===== config.mk =====
export PLATFORM = sky130hd
export DESIGN_NAME = iob_ext_mem_arbiter
export DESIGN_NICKNAME = d
export VERILOG_FILES = /design/src/rtl/iob_ext_mem_arbiter.sv
export SDC_FILE = /design/constraint.sdc
export NUM_CORES = 1
export LEC_CHECK = 0
export ABC_AREA = 1
export CAP_MARGIN = 20
export CORE_AREA = 3 3 121 123
export CTS_CLUSTER_DIAMETER = 120
export DETAILED_ROUTE_END_ITERATION = 6
export DIE_AREA = 0 0 124 126
export MAX_ROUTING_LAYER = met4
export PLACE_DENSITY = 0.55
export SKIP_LAST_GASP = 1
export SLEW_MARGIN = 25
export SYNTH_ARGS = -nofsm -noshare
export SYNTH_HDL_FRONTEND = slang
export SYNTH_SLANG_ARGS = --single-unit

===== constraint.sdc =====
create_clock -name clk_i -period 2.95 [get_ports clk_i]
set_input_delay 0.295 -clock clk_i [delete_from_list [all_inputs] [get_ports clk_i]]
set_output_delay 0.295 -clock clk_i [all_outputs]
set_load 0.01 [all_outputs]

===== src/rtl/iob_ext_mem_arbiter.sv =====
// Shares one IOb external-memory port among N_MASTERS masters, one access at a time.
// Round-robin by default; define IOB_EXT_MEM_ARBITER_FIXED_PRIO_EN for lowest-index priority.
module iob_ext_mem_arbiter #(
    parameter int N_MASTERS = 2,
    parameter int ADDR_W    = 32,
    parameter int DATA_W    = 32
) (
    input  logic                            clk_i,
    input  logic                            arst_n_i,
    input  logic                            cke_i,
    input  logic [N_MASTERS-1:0]            m_avalid_i,
    input  logic [N_MASTERS*ADDR_W-1:0]     m_addr_i,
    input  logic [N_MASTERS*DATA_W-1:0]     m_wdata_i,
    input  logic [N_MASTERS*DATA_W/8-1:0]   m_wstrb_i,
    output logic [N_MASTERS-1:0]            m_ready_o,
    output logic [N_MASTERS-1:0]            m_rvalid_o,
    output logic [N_MASTERS*DATA_W-1:0]     m_rdata_o,
    output logic                            s_avalid_o,
    output logic [ADDR_W-1:0]               s_addr_o,
    output logic [DATA_W-1:0]               s_wdata_o,
    output logic [DATA_W/8-1:0]             s_wstrb_o,
    input  logic                            s_ready_i,
    input  logic                            s_rvalid_i,
    input  logic [DATA_W-1:0]               s_rdata_i,
    output logic [N_MASTERS-1:0]            grant_o,
    output logic                            busy_o
);
    localparam int STRB_W = DATA_W / 8;

    typedef enum logic [1:0] {
        IDLE,
        ACCESS,
        RDATA
    } state_t;

    state_t                 state;
    logic [N_MASTERS-1:0]   grant;
    logic [N_MASTERS-1:0]   next_grant;
    logic                   g_avalid;
    logic [ADDR_W-1:0]      mux_addr;
    logic [DATA_W-1:0]      mux_wdata;
    logic [STRB_W-1:0]      mux_wstrb;
    logic                   in_access;
    logic                   accept;

    always_comb begin
        g_avalid  = 1'b0;
        mux_addr  = '0;
        mux_wdata = '0;
        mux_wstrb = '0;
        for (int k = 0; k < N_MASTERS; k++) begin
            if (grant[k]) begin
                g_avalid  = m_avalid_i[k];
                mux_addr  = m_addr_i[k*ADDR_W +: ADDR_W];
                mux_wdata = m_wdata_i[k*DATA_W +: DATA_W];
                mux_wstrb = m_wstrb_i[k*STRB_W +: STRB_W];
            end
        end
    end

    assign in_access = (state == ACCESS);
    assign accept    = in_access & g_avalid & s_ready_i;

`ifdef IOB_EXT_MEM_ARBITER_FIXED_PRIO_EN
    always_comb begin
        next_grant = '0;
        for (int k = N_MASTERS - 1; k >= 0; k--) begin
            if (m_avalid_i[k]) begin
                next_grant    = '0;
                next_grant[k] = 1'b1;
            end
        end
    end
`else
    localparam int IDX_W = (N_MASTERS > 1) ? $clog2(N_MASTERS) : 1;

    logic [IDX_W-1:0]       last_idx;
    logic [IDX_W-1:0]       g_idx;
    logic [N_MASTERS-1:0]   hi_grant;
    logic [N_MASTERS-1:0]   lo_grant;

    // Lowest requester above last_idx wins; otherwise wrap to the lowest overall.
    always_comb begin
        hi_grant = '0;
        lo_grant = '0;
        g_idx    = '0;
        for (int k = N_MASTERS - 1; k >= 0; k--) begin
            if (m_avalid_i[k]) begin
                lo_grant    = '0;
                lo_grant[k] = 1'b1;
                if (IDX_W'(k) > last_idx) begin
                    hi_grant    = '0;
                    hi_grant[k] = 1'b1;
                end
            end
            if (grant[k]) g_idx = IDX_W'(k);
        end
        next_grant = (|hi_grant) ? hi_grant : lo_grant;
    end

    always_ff @(posedge clk_i or negedge arst_n_i) begin
        if (!arst_n_i) begin
            last_idx <= IDX_W'(N_MASTERS - 1);
        end else if (cke_i && accept) begin
            last_idx <= g_idx;
        end
    end
`endif

    always_ff @(posedge clk_i or negedge arst_n_i) begin
        if (!arst_n_i) begin
            state <= IDLE;
            grant <= '0;
        end else if (cke_i) begin
            case (state)
                IDLE: begin
                    if (|m_avalid_i) begin
                        grant <= next_grant;
                        state <= ACCESS;
                    end
                end
                ACCESS: begin
                    // A master withdrawing its request releases the port unserved.
                    if (!g_avalid || (s_ready_i && (|mux_wstrb))) begin
                        state <= IDLE;
                        grant <= '0;
                    end else if (s_ready_i) begin
                        state <= RDATA;
                    end
                end
                RDATA: begin
                    if (s_rvalid_i) begin
                        state <= IDLE;
                        grant <= '0;
                    end
                end
                default: begin
                    state <= IDLE;
                    grant <= '0;
                end
            endcase
        end
    end

    assign s_avalid_o = in_access & g_avalid;
    assign s_addr_o   = in_access ? mux_addr : '0;
    assign s_wdata_o  = in_access ? mux_wdata : '0;
    assign s_wstrb_o  = in_access ? mux_wstrb : '0;
    assign m_ready_o  = in_access ? (grant & {N_MASTERS{s_ready_i}}) : '0;
    assign m_rvalid_o = (state == RDATA) ? (grant & {N_MASTERS{s_rvalid_i}}) : '0;
    assign m_rdata_o  = {N_MASTERS{s_rdata_i}};
    assign grant_o    = grant;
    assign busy_o     = (state != IDLE);

endmodule


==> run summary <==
The flow ran to the end, and the final reports show no timing, DRC or antenna violations. The via density per instance came out at ~4.1. The number of filler instances in the final layout is ~1,500. VDD sags by at most between 0.4 and 0.5 mV.

The buffers inserted during post-CTS setup optimization is 0. Sorting the synthesized cells by how often they occur yields sky130_fd_sc_hd__buf_4 (70), sky130_fd_sc_hd__nor2_2 (62), sky130_fd_sc_hd__a22oi_2 (60). The leakage power is 1.281 nW. Entering global routing, the biggest net connects 65 pins. The standard cell core area came out at approximately 0.014 mm^2. The overall fraction of global-route tracks in use came out at 0.1062. The startpoint class of the critical path is a flip-flop.

The final setup TNS came out at 0 ps. Counting I/O delays and the setup requirement, the final critical path takes between 2000 and 2500 ps. The clock passes through at most 2 buffers. The number of cells upsized or downsized after cts came out at 0. The post-detailed-route DRC marker count is 0. Global routing finished with a remaining overflow of 0. The clock transition time at the flip-flop clock pins of the worst setup and hold paths is 30 ps. The total power per unit cell area is 498.0 mW/mm^2. The total length of routed wires is 8986 um. The number of violations reported at the end of detailed-routing iteration 0 came out at 61. The number of antenna violations at the first check in global routing is 1. For the worst setup path, the data required time is between 2000 and 3000 ps.

The tightest min-delay check is of the primary input to async pin type. The cell depth of the worst flop-to-flop path is 9. Setup repair after global routing left no endpoint under its margin.

The distinct cell type count after synthesis is 25. The total via count after detailed routing came out at ~2,500. The portion of synthesized cell area occupied by the leading cell type came out at 0.3176. The biggest fanout along the worst timing path is 64. The share of the synthesized netlist area taken by xor and xnor gates is 0.

After the last flow step, the layout net total stands at around 610. The share of synthesized area occupied by flip-flops and latches is 0.05347. At the end of routability-driven placement, the weighted congestion stood at ~0.8. The wire length of the first global-routing pass is 13,010 um. The total of endpoints with negative setup slack in the final report is 0. The post-synthesis sequential element count came out at 5. The slew of the pin with the lowest slew margin is ~650 ps. The number of enable flip-flop cells after synthesis is 0. The number of core rows is 43. The cell sitting at the root of the clock tree is a sky130_fd_sc_hd__clkbuf_16.

The endpoint arrival time on the critical path came out at 2130 ps. The number of iterations in the first detailed-routing pass is 4. The vertical extent of the die is around 130 um. The clock net in this run drives a total of 5 sinks.

The share of final-layout standard cells stronger than drive strength 1 is 0.3341. The post-detailed-route count of antenna-violating nets came out at 0. The most common cell in the synthesized netlist is sky130_fd_sc_hd__buf_4. The worst hold slack came out at about 310 ps. Measured against its own limit, the worst slew margin works out to 0.5690. The CTS buffer count is 3. CTS built an H-tree with a depth of 1.

The initial utilization of the core area, before any placement, comes to 0.1716. The post-synthesis instance total is 290. The max-capacitance violation count is 0. In this run the critical register-to-register path is captured at grant_o[1]$_DFFE_PN0P_. The type of the worst setup path is flip-flop to primary output. After synthesis, the largest family of logic cells by area is compound AO/OA/AOI/OAI gates.

The count of pins over their slew limit was 0. The via count of the first global-routing pass came to about 2,500. By area the synthesized netlist is led by sky130_fd_sc_hd__a22oi_2 (32%), sky130_fd_sc_hd__buf_4 (22%), sky130_fd_sc_hd__nor2_2 (16%). For this run, asynchronously set or reset flops after synthesis account for 1.000. Of the total synthesized cell area, the portion taken by AND, OR, NAND and NOR gates is 0.2769. The leading register cell type out of synthesis is sky130_fd_sc_hd__dfrtp_1. The worst slack at placement came out at between 700 and 800 ps. The number of buffer cells added on primary ports is around 220. The I/O pin count came out at ~320.

For the worst-skew pair, the clock arrives at the later sink with an insertion delay of between 200 and 250 ps. The fraction of the mapped netlist area in compound gates is 0.3483. The detailed placement HPWL is roughly 7400 um.

The floorplan die area came out at 0.01562 mm^2. During synthesis, Yosys emitted a total of 0 warnings. Measured against the total synthesized area, the mux share comes to 0. Dividing the synthesized area by the synthesized cell count gives between 8 and 9 um^2. The number of hold violations in the final report is 0. TritonCTS built the clock tree. Across all setup checks in the final design, the least slack found is between 500 and 600 ps. The startpoint identified for the worst register-to-register timing path is grant_o[1]$_DFFE_PN0P_. The post-route clock period utilization came out at 0.8211. For the final database, setup skew stands at 0.1981 ps. For this run, the top clock speed supported by timing is approximately 0.41 GHz.

STA classifies the critical path endpoint as a primary output. The growth of design area from synthesis to finish is 77.40%. Synthesis produced a netlist with a net count of roughly 470. The width of the die is between 100 and 150 um. Across all register-to-register paths, the minimum setup slack is between 1000 and 1500 ps. sky130_fd_sc_hd__a22oi_2 takes more of the synthesized area than any other cell. The synthesized cell area came out at approximately 0.0024 mm^2. The routed wire length per instance came out at 14.68 um. Of the total synthesized cell area, the portion taken by full adders, half adders and majority gates is 0. The number of hold buffers added after CTS was 0.
==> per-layer routing <==
layer	up-vias	share of wire	GRT usage	wire (um)
li1	1212	-	-	-
met1	1146	0.38	0.1191	3408
met2	145	0.50	0.1893	4531
met3	14	0.10	0.02694	938
met4	0	0.012	0.02126	106
met5	-	0	-	0
==> cells in the final DEF (no fill, tap or decap), drive strengths merged <==
cell type and n:
a211oi 1, a21oi 4, a22oi 64, buf 5, clkbuf 4, clkdlybuf4s50 218
clkinv 2, dfrtp 4, dfstp 1, diode 1, inv 9, nand2 28
nand3 12, nor2 72, nor3 4, o21ai 3
==> worst max-delay path by stage <==
stage,from,endpoint,cells after the start
after detailed placement,grant_o[0]$_DFFE_PN0P_,s_wdata_o[31],6
after global placement,grant_o[0]$_DFFE_PN0P_,s_wdata_o[0],6
after floorplan,grant_o[1]$_DFFE_PN0P_,s_addr_o[10],5
final,grant_o[0]$_DFFE_PN0P_,s_wdata_o[31],6
after global routing,grant_o[0]$_DFFE_PN0P_,s_wdata_o[31],6
after CTS,grant_o[0]$_DFFE_PN0P_,s_wdata_o[31],6
==> report_power, final <==
part | internal (mW) | switching, mW | leakage, nW
clock network | 0.179 | 0.0420 | 0.0382
registers | 0.103 | 0.0405 | 0.0602
logic | 0.787 | 0.937 | 1.18
total | 1.07 | 1.02 | 1.28
==> critical path: stages, from the launching register on <==
cell	delay, ps
sky130_fd_sc_hd__dfrtp_1	510
sky130_fd_sc_hd__inv_4	90
sky130_fd_sc_hd__nor2_8	100
sky130_fd_sc_hd__buf_12	360
sky130_fd_sc_hd__a22oi_1	140
sky130_fd_sc_hd__nor2_1	130
sky130_fd_sc_hd__clkdlybuf4s50_1	550
==> per-stage QoR <==
stage	power, mW	instances	instance area, um^2	util
final	2.088	612	4193	0.3044
after global routing	2.247	612	4193	0.3044
after CTS	2.124	611	4190	0.3042
after detailed placement	1.892	607	4111	0.2985
after global placement	1.882	607	4111	0.2985
after floorplan	1.462	290	2364	-
==> flip-flops by register name (all words and copies together) (netlist names) <==
| signal | count |
|---|---|
| grant_o | 2 |
| last_idx | 1 |
| state | 2 |
==> kinds of logic (layout without fill, tap and decap cells) <==
kind of cell,Yosys count,after routing
flip-flops,5,5
AND/OR/NAND/NOR,116,116
buffers and inverters,97,238
other,0,1
AO/OA/AOI/OAI,72,72
==> area by class of cell <==
type	count	area [um^2]	area share
sequential	5	130.1	0.03104
clock buffer	4	78.83	0.01880
inverter	11	46.29	0.01104
antenna	1	2.502	0.0005968
tap	180	225.2	0.05372
timing repair buffer	223	2232	0.5324
multi-input combinational	188	1478	0.3524
Note: power is estimated with default switching activity, not from simulation.
